[src/rtl/imem_access_arbiter_if.sv]
// Bundle of the fetch, loader and memory-port signals around the instruction memory arbiter.
interface imem_access_arbiter_if #(
   parameter int unsigned AW = 32,
   parameter int unsigned DW = 32
);
   logic          f_req;
   logic [AW-1:0] f_addr;
   logic          f_gnt;
   logic          f_rvalid;
   logic [DW-1:0] f_rdata;

   logic          l_req;
   logic          l_we;
   logic [AW-1:0] l_addr;
   logic [DW-1:0] l_wdata;
   logic          l_gnt;
   logic          l_rvalid;
   logic [DW-1:0] l_rdata;
   logic          l_err;

   logic          m_en;
   logic          m_we;
   logic [AW-3:0] m_addr;
   logic [DW-1:0] m_wdata;
   logic [DW-1:0] m_rdata;

   logic          busy;

   // Arbiter view.
   modport slave (
      input  f_req, f_addr, l_req, l_we, l_addr, l_wdata, m_rdata,
      output f_gnt, f_rvalid, f_rdata, l_gnt, l_rvalid, l_rdata, l_err,
             m_en, m_we, m_addr, m_wdata, busy
   );

   // Requester/memory view.
   modport master (
      output f_req, f_addr, l_req, l_we, l_addr, l_wdata, m_rdata,
      input  f_gnt, f_rvalid, f_rdata, l_gnt, l_rvalid, l_rdata, l_err,
             m_en, m_we, m_addr, m_wdata, busy
   );
endinterface

[src/rtl/imem_access_arbiter.sv]
// Shares the instruction memory port between fetch (read-only) and the loader (read/write),
// one access per cycle, and routes read data back to its owner after MEM_LAT cycles.
module imem_access_arbiter #(
   parameter int unsigned AW         = 32,
   parameter int unsigned DW         = 32,
   parameter int unsigned MEM_LAT    = 1,
   parameter int unsigned STARVE_MAX = 4
) (
   input  logic                  clk,
   input  logic                  rst,
   imem_access_arbiter_if.slave  bus
);

   localparam int unsigned IW = AW - 2;
   localparam int unsigned CW = 4;
   localparam logic [CW-1:0] STARVE_LIM = CW'(STARVE_MAX);

   typedef struct packed {
      logic          we;
      logic [IW-1:0] idx;
      logic [DW-1:0] wdata;
   } mem_req_t;

   logic [CW-1:0]      starve_q, starve_d;
   logic [MEM_LAT-1:0] vld_q, vld_d;
   logic [MEM_LAT-1:0] own_q, own_d;   // 1 = loader owns the read

   logic     fetch_win_c;
   logic     f_gnt_c;
   logic     l_gnt_c;
   logic     issue_rd_c;
   logic     resp_vld_c;
   logic     resp_own_c;
   mem_req_t req_c;

   logic unused_fetch_lsbs;
   assign unused_fetch_lsbs = ^bus.f_addr[1:0];

   // Loader wins unless fetch has waited STARVE_MAX loader grants; nothing granted in reset.
   always_comb begin
      fetch_win_c = bus.f_req && (!bus.l_req || (starve_q == STARVE_LIM));
      f_gnt_c     = rst && fetch_win_c;
      l_gnt_c     = rst && bus.l_req && !fetch_win_c;
      issue_rd_c  = f_gnt_c || (l_gnt_c && !bus.l_we);
   end

   // Select the granted access for the memory port.
   always_comb begin
      req_c = '0;
      if (f_gnt_c) begin
         req_c.idx = bus.f_addr[AW-1:2];
      end else if (l_gnt_c) begin
         req_c.we    = bus.l_we;
         req_c.idx   = bus.l_addr[AW-1:2];
         req_c.wdata = bus.l_wdata;
      end
   end

   always_comb begin
      starve_d = starve_q;
      if (!bus.f_req || f_gnt_c) begin
         starve_d = '0;
      end else if (l_gnt_c && (starve_q < STARVE_LIM)) begin
         starve_d = starve_q + CW'(1);
      end
   end

   // Response pipeline: one {valid, owner} slot per memory latency cycle.
   if (MEM_LAT > 1) begin : g_shift
      always_comb begin
         vld_d = {vld_q[MEM_LAT-2:0], issue_rd_c};
         own_d = {own_q[MEM_LAT-2:0], l_gnt_c};
      end
   end else begin : g_single
      always_comb begin
         vld_d = issue_rd_c;
         own_d = l_gnt_c;
      end
   end

   always_ff @(posedge clk or negedge rst) begin
      if (!rst) begin
         starve_q <= '0;
         vld_q    <= '0;
         own_q    <= '0;
      end else begin
         starve_q <= starve_d;
         vld_q    <= vld_d;
         own_q    <= own_d;
      end
   end

   always_comb begin
      resp_vld_c   = vld_q[MEM_LAT-1];
      resp_own_c   = own_q[MEM_LAT-1];

      bus.f_gnt    = f_gnt_c;
      bus.l_gnt    = l_gnt_c;
      bus.l_err    = l_gnt_c && (bus.l_addr[1:0] != 2'b00);

      bus.m_en     = f_gnt_c || l_gnt_c;
      bus.m_we     = req_c.we;
      bus.m_addr   = req_c.idx;
      bus.m_wdata  = req_c.wdata;

      bus.f_rvalid = resp_vld_c && !resp_own_c;
      bus.l_rvalid = resp_vld_c && resp_own_c;
      bus.f_rdata  = (resp_vld_c && !resp_own_c) ? bus.m_rdata : '0;
      bus.l_rdata  = (resp_vld_c && resp_own_c) ? bus.m_rdata : '0;

      bus.busy     = |vld_q;
   end

`ifndef SYNTHESIS
   a_one_gnt: assert property (@(posedge clk) disable iff (!rst)
      !(f_gnt_c && l_gnt_c));
   a_gnt_req: assert property (@(posedge clk) disable iff (!rst)
      (!f_gnt_c || bus.f_req) && (!l_gnt_c || bus.l_req));
   a_starve_bound: assert property (@(posedge clk) disable iff (!rst)
      starve_q <= STARVE_LIM);
`endif

endmodule

[src/flat_wrapper.sv]
// flat-port wrapper written by rule: the top's interface ports become plain ports
module imem_access_arbiter_flat 
#(
   parameter int unsigned AW         = 32,
   parameter int unsigned DW         = 32,
   parameter int unsigned MEM_LAT    = 1,
   parameter int unsigned STARVE_MAX = 4
)
  (clk, rst, bus_f_req, bus_f_addr, bus_l_req, bus_l_we, bus_l_addr, bus_l_wdata, bus_m_rdata, bus_f_gnt, bus_f_rvalid, bus_f_rdata, bus_l_gnt, bus_l_rvalid, bus_l_rdata, bus_l_err, bus_m_en, bus_m_we, bus_m_addr, bus_m_wdata, bus_busy);
  imem_access_arbiter_if #(.AW(AW), .DW(DW)) bus_i ();
  input  logic clk;
  input  logic rst;
  input wire logic [$bits(bus_i.f_req)-1:0] bus_f_req;
  input wire logic [$bits(bus_i.f_addr)-1:0] bus_f_addr;
  input wire logic [$bits(bus_i.l_req)-1:0] bus_l_req;
  input wire logic [$bits(bus_i.l_we)-1:0] bus_l_we;
  input wire logic [$bits(bus_i.l_addr)-1:0] bus_l_addr;
  input wire logic [$bits(bus_i.l_wdata)-1:0] bus_l_wdata;
  input wire logic [$bits(bus_i.m_rdata)-1:0] bus_m_rdata;
  output wire logic [$bits(bus_i.f_gnt)-1:0] bus_f_gnt;
  output wire logic [$bits(bus_i.f_rvalid)-1:0] bus_f_rvalid;
  output wire logic [$bits(bus_i.f_rdata)-1:0] bus_f_rdata;
  output wire logic [$bits(bus_i.l_gnt)-1:0] bus_l_gnt;
  output wire logic [$bits(bus_i.l_rvalid)-1:0] bus_l_rvalid;
  output wire logic [$bits(bus_i.l_rdata)-1:0] bus_l_rdata;
  output wire logic [$bits(bus_i.l_err)-1:0] bus_l_err;
  output wire logic [$bits(bus_i.m_en)-1:0] bus_m_en;
  output wire logic [$bits(bus_i.m_we)-1:0] bus_m_we;
  output wire logic [$bits(bus_i.m_addr)-1:0] bus_m_addr;
  output wire logic [$bits(bus_i.m_wdata)-1:0] bus_m_wdata;
  output wire logic [$bits(bus_i.busy)-1:0] bus_busy;
  assign bus_i.f_req = bus_f_req;
  assign bus_i.f_addr = bus_f_addr;
  assign bus_i.l_req = bus_l_req;
  assign bus_i.l_we = bus_l_we;
  assign bus_i.l_addr = bus_l_addr;
  assign bus_i.l_wdata = bus_l_wdata;
  assign bus_i.m_rdata = bus_m_rdata;
  assign bus_f_gnt = bus_i.f_gnt;
  assign bus_f_rvalid = bus_i.f_rvalid;
  assign bus_f_rdata = bus_i.f_rdata;
  assign bus_l_gnt = bus_i.l_gnt;
  assign bus_l_rvalid = bus_i.l_rvalid;
  assign bus_l_rdata = bus_i.l_rdata;
  assign bus_l_err = bus_i.l_err;
  assign bus_m_en = bus_i.m_en;
  assign bus_m_we = bus_i.m_we;
  assign bus_m_addr = bus_i.m_addr;
  assign bus_m_wdata = bus_i.m_wdata;
  assign bus_busy = bus_i.busy;
  imem_access_arbiter #(.AW(AW), .DW(DW), .MEM_LAT(MEM_LAT), .STARVE_MAX(STARVE_MAX)) u_core (.clk(clk), .rst(rst), .bus(bus_i));
endmodule
[config.mk]
export PLATFORM = sky130hd
export DESIGN_NAME = imem_access_arbiter_flat
export DESIGN_NICKNAME = d
export VERILOG_FILES = /design/src/rtl/imem_access_arbiter_if.sv /design/src/rtl/imem_access_arbiter.sv /design/src/flat_wrapper.sv
export SDC_FILE = /design/constraint.sdc
export NUM_CORES = 1
export LEC_CHECK = 0
export ABC_CLOCK_PERIOD_IN_PS = 1700
export BUFFER_PORTS_ARGS = -buffer_cell sky130_fd_sc_hd__buf_4
export CORE_AREA = 3 3 102 104
export CTS_BUF_LIST = sky130_fd_sc_hd__clkbuf_8 sky130_fd_sc_hd__clkbuf_16
export DETAILED_ROUTE_END_ITERATION = 7
export DIE_AREA = 0 0 105 107
export GPL_TIMING_DRIVEN = 1
export PLACE_DENSITY = 0.57
export SLEW_MARGIN = 20
export SYNTH_ARGS = -nofsm -noshare
export SYNTH_HDL_FRONTEND = slang
export SYNTH_SLANG_ARGS = --single-unit
export TNS_END_PERCENT = 50
[constraint.sdc]
create_clock -name clk -period 1.7 [get_ports clk]
set_input_delay 0.17 -clock clk [delete_from_list [all_inputs] [get_ports clk]]
set_output_delay 0.17 -clock clk [all_outputs]
set_load 0.1 [all_outputs]
==> flow_summary_export.csv <==
group,metric,value,unit
timing,tightestPinTransition,0.3181,ns
power,cellPowerDensity,483.0,nW/µm²
global_route,grt_pass1_wl,12010,µm
clock_tree,clock_tree_from_tritoncts,"yes",
critical_path,timing.critical_path.from_type,"flip-flop",
placement,detailedPlacementHpwl,6264,µm
global_route,antenna_found_initial,0,
clock_tree,cts-buffers-inserted,3,
hold_path,hold_path.startpoint,"bus_l_we",
layout,n_diodes,0,
power,leakage,2.607,nW
drt,routed_wire_length_per_instance,14.53,µm
timing,setup_viol_count_final,68,
synthesis,yosysSeqAreaShare,11.30,%
power,switchingPower,0.001308,W
global_route,globalRoute.totalOverflow,0,
floorplan,floorplan.initialDensity,13.79,%
drt,pre_antenna_drt_iters,3,
hold_path,hold_path_class,"input port to flip-flop",
placement,place_ws,-0.2012,ns
timing,layout_min_cycle_time,2.034,ns
floorplan,pin_count,267,
run_status,status,"finished, violations left",
clock_tree,worst_setup_hold_path_clk_slew,0.04,ns
power,seqPwrFrac,6.4,%
floorplan,core_area,9639,µm²
clock_tree,insertion_delay,0.22,ns
critical_path,crit_arrival,1.86,ns
global_route,largest_net_degree_at_the_start_of_global_routing,41,
critical_path,worst_setup_path_startpoint,"u_core.starve_q[0]",
critical_path,critPathMaxFanout,13,
drt,drcViolationCount,0,
power,vdd.ir_drop.worst,0.3527,mV
critical_path,setup.reg_to_reg.worst_slack,-0.29,ns
synthesis,synth_top_cell_by_area,"sky130_fd_sc_hd__and2_1",
drt,drt.antenna.violating_nets,0,
timing,report.final.slew_viol_count,0,
clock_tree,tritoncts_num_sinks,6,
timing,fmax,491.6,MHz
critical_path,cp_slowest_cell,"sky130_fd_sc_hd__dfrtp_1",
power,clkPwrFrac,9.4,%
floorplan,die_h,107,µm
timing,finalCritPeriodShare,119.7,%
global_route,grt_use_total,12.78,%
floorplan,dieArea,11240,µm²
drt,routed-via-count,2405,
synthesis,total_nets_after_synthesis,310,
synthesis,number_of_distinct_library_cell_variants_in_the_gate_level_netlist_after_synthesis,24,
timing,finalHoldViolCount,0,
synthesis,cell_area_after_synthesis,1329,µm²
power,cell_internal_pwr,0.001055,W
synthesis,synth-seq-cells,6,
layout,area.growth.synth_to_final,268.2,%
job,max_cap_violations,0,
synthesis,yosys-top-cells-area,"sky130_fd_sc_hd__and2_1 (31%), sky130_fd_sc_hd__a22o_1 (20%), sky130_fd_sc_hd__and3_1 (16%), sky130_fd_sc_hd__dfrtp_1 (11%), sky130_fd_sc_hd__buf_6 (4.2%)",
critical_path,crit_buf_inv,3,
synthesis,synth_warnings,0,
floorplan,placementRows,36,
timing,max-slew-margin-rel,78.72,%
timing,grt_setup_unrepaired,"true",
drt,drtIter0Drc,52,
run_status,violations,"setup timing",
critical_path,worstReg2RegStart,"u_core.starve_q[0]",
floorplan,die_width,105,µm
critical_path,worst-endpoint-required,1.53,ns
placement,portBuffers,264,
synthesis,mapped_cells,175,
layout,fillCellCount,876,
timing,post-route-worst-setup-slack,-0.3344,ns
timing,finClkSkew,0.001886,ns
global_route,first_global_vias,2396,
timing,worst_hold_slack,0.1304,ns
clock_tree,h-tree-depth,1,
clock_tree,cts_root_buffer,"sky130_fd_sc_hd__clkbuf_8",
placement,gpl.final_weighted_congestion,0.7513,
clock_tree,cts.path.max_buffers,2,
critical_path,crit_path_cell_trace,"inv_2, ha_4, and3b_4, o211a_4, buf_16, a22o_4, buf_12",
critical_path,slowest_delay,0.35,ns
critical_path,worstSetupPathType,"flip-flop to output port",
drt,via_per_inst,4.111,
layout,number_of_nets_in_the_finished_design,588,
power,sw_frac_of_total,55.35,%
layout,final_layout_size_suffix_gt1_share,92.70,%
power,power_frac_comb,84.2,%
critical_path,critPathCaptureType,"output port",
drt,drt-total-wl,8502,µm
synthesis,syn_avg_cell_area,7.593,µm²
critical_path,worst_path_dominant_cell_family,"compound AO/OA/AOI/OAI gates",
synthesis,synth.top_cell.area_share,31.07,%
-- synthesized netlist by cell type --
cell and count:
sky130_fd_sc_hd__o21a_1 1, sky130_fd_sc_hd__a22o_1 30, sky130_fd_sc_hd__and3_1 35, sky130_fd_sc_hd__buf_4 3, sky130_fd_sc_hd__mux2_1 1, sky130_fd_sc_hd__nor3b_1 1, sky130_fd_sc_hd__xnor2_1 1, sky130_fd_sc_hd__nor2b_1 1
sky130_fd_sc_hd__inv_1 3, sky130_fd_sc_hd__nand2_1 1, sky130_fd_sc_hd__and4bb_1 1, sky130_fd_sc_hd__dfrtp_1 6, sky130_fd_sc_hd__clkbuf_1 9, sky130_fd_sc_hd__o21bai_1 1, sky130_fd_sc_hd__a21oi_2 1, sky130_fd_sc_hd__buf_6 5
sky130_fd_sc_hd__o211a_1 1, sky130_fd_sc_hd__o211a_4 1, sky130_fd_sc_hd__and3b_4 1, sky130_fd_sc_hd__o21ai_1 1, sky130_fd_sc_hd__or2_1 1, sky130_fd_sc_hd__ha_1 2, sky130_fd_sc_hd__buf_2 2, sky130_fd_sc_hd__and2_1 66
-- stage by stage --
step	std cells	total power, W	instance area [µm²]	util [%]	setup TNS, ns
global placement	565	0.001822	3769	39.10	-6.845
finish	585	0.002363	4892	50.75	-19.10
detailed placement	565	0.001827	3769	39.10	-8.170
CTS	580	0.002322	4746	49.23	-19.80
global route	585	0.002440	4892	50.75	-22.96
floorplan	175	0.001354	1619	-	-7.991
-- routing by layer --
metal / GRT usage (%) / wire length, µm / up-vias
li1: - / - / 1169
met2: 26.12 / 4754 / 161
met5: 0 / 0 / -
met1: 12.69 / 2778 / 1065
met3: 3.492 / 877 / 10
met4: 2.718 / 92 / 0
-- state kept, by name, summed over array words and instances, names as in the netlist --
| register | cells |
|---|---|
| u_core.bus.busy | 1 |
| u_core.starve_q | 4 |
| u_core.own_q | 1 |
-- placed cells by master (no fill, tap or decap), types with 3 or more instances in the layout --
| cell | instances |
|---|---|
| sky130_fd_sc_hd__buf_8 | 8 |
| sky130_fd_sc_hd__and2_2 | 7 |
| sky130_fd_sc_hd__and2_4 | 58 |
| sky130_fd_sc_hd__buf_4 | 215 |
| sky130_fd_sc_hd__dfrtp_1 | 5 |
| sky130_fd_sc_hd__a22o_2 | 11 |
| sky130_fd_sc_hd__buf_12 | 60 |
| sky130_fd_sc_hd__and3_1 | 15 |
| sky130_fd_sc_hd__a22o_4 | 19 |
| sky130_fd_sc_hd__buf_6 | 5 |
| sky130_fd_sc_hd__clkbuf_8 | 3 |
| sky130_fd_sc_hd__and3_2 | 20 |
-- repair_timing --
item,4_1_cts,5_1_grt
pin swaps,18,12
hold buffers,1,0
setup endpoints to repair,67,68
endpoints found under the hold margin,6,0
cloned,1,3
resized for setup,200,21
buffers inserted,9,2
-- final timing paths --
path,endpoint,depth (start not counted)
min in group asynchronous,u_core.bus.busy,2
min,u_core.bus.busy,2
max reg2reg,u_core.starve_q[0],13
max in group asynchronous,u_core.bus.busy,2
max,bus_m_addr[13],7
min reg2reg,u_core.starve_q[3],2
-- cells by family (layout without fill, tap and decap cells) --
group	count (synthesis)	count (layout)	synth area share, %
flops	6	6	11.30
xor+xnor	1	1	0.6593
mux	1	1	0.8474
compound gates	36	36	24.01
buf+inv	22	299	10.07
fa+ha+maj	2	2	1.883
simple gates	107	107	51.22
-- final cells by class --
type	instances	area (µm²)	share of cell area, %
clock buffers	3	41.29	0.8440
clock inverters	1	3.754	0.07673
inverters	3	11.26	0.2302
multi-input cells	147	1436	29.36
flip-flops and latches	6	153.9	3.146
well taps	133	166.4	3.402
repair buffers	292	3079	62.94
-- power groups by stage --
| stage | logic [W] | clock network [W] | registers (W) |
|---|---|---|---|
| after global routing | 0.00205 | 0.000238 | 0.000153 |
| after CTS | 0.00194 | 0.000228 | 0.000152 |
| after floorplan | 0.00119 | 0 | 0.000168 |
| final | 0.00199 | 0.000222 | 0.000152 |
| after global placement | 0.00167 | 0 | 0.000154 |
| after detailed placement | 0.00167 | 0 | 0.000154 |
No activity file was read; power rests on OpenSTA's default activity.
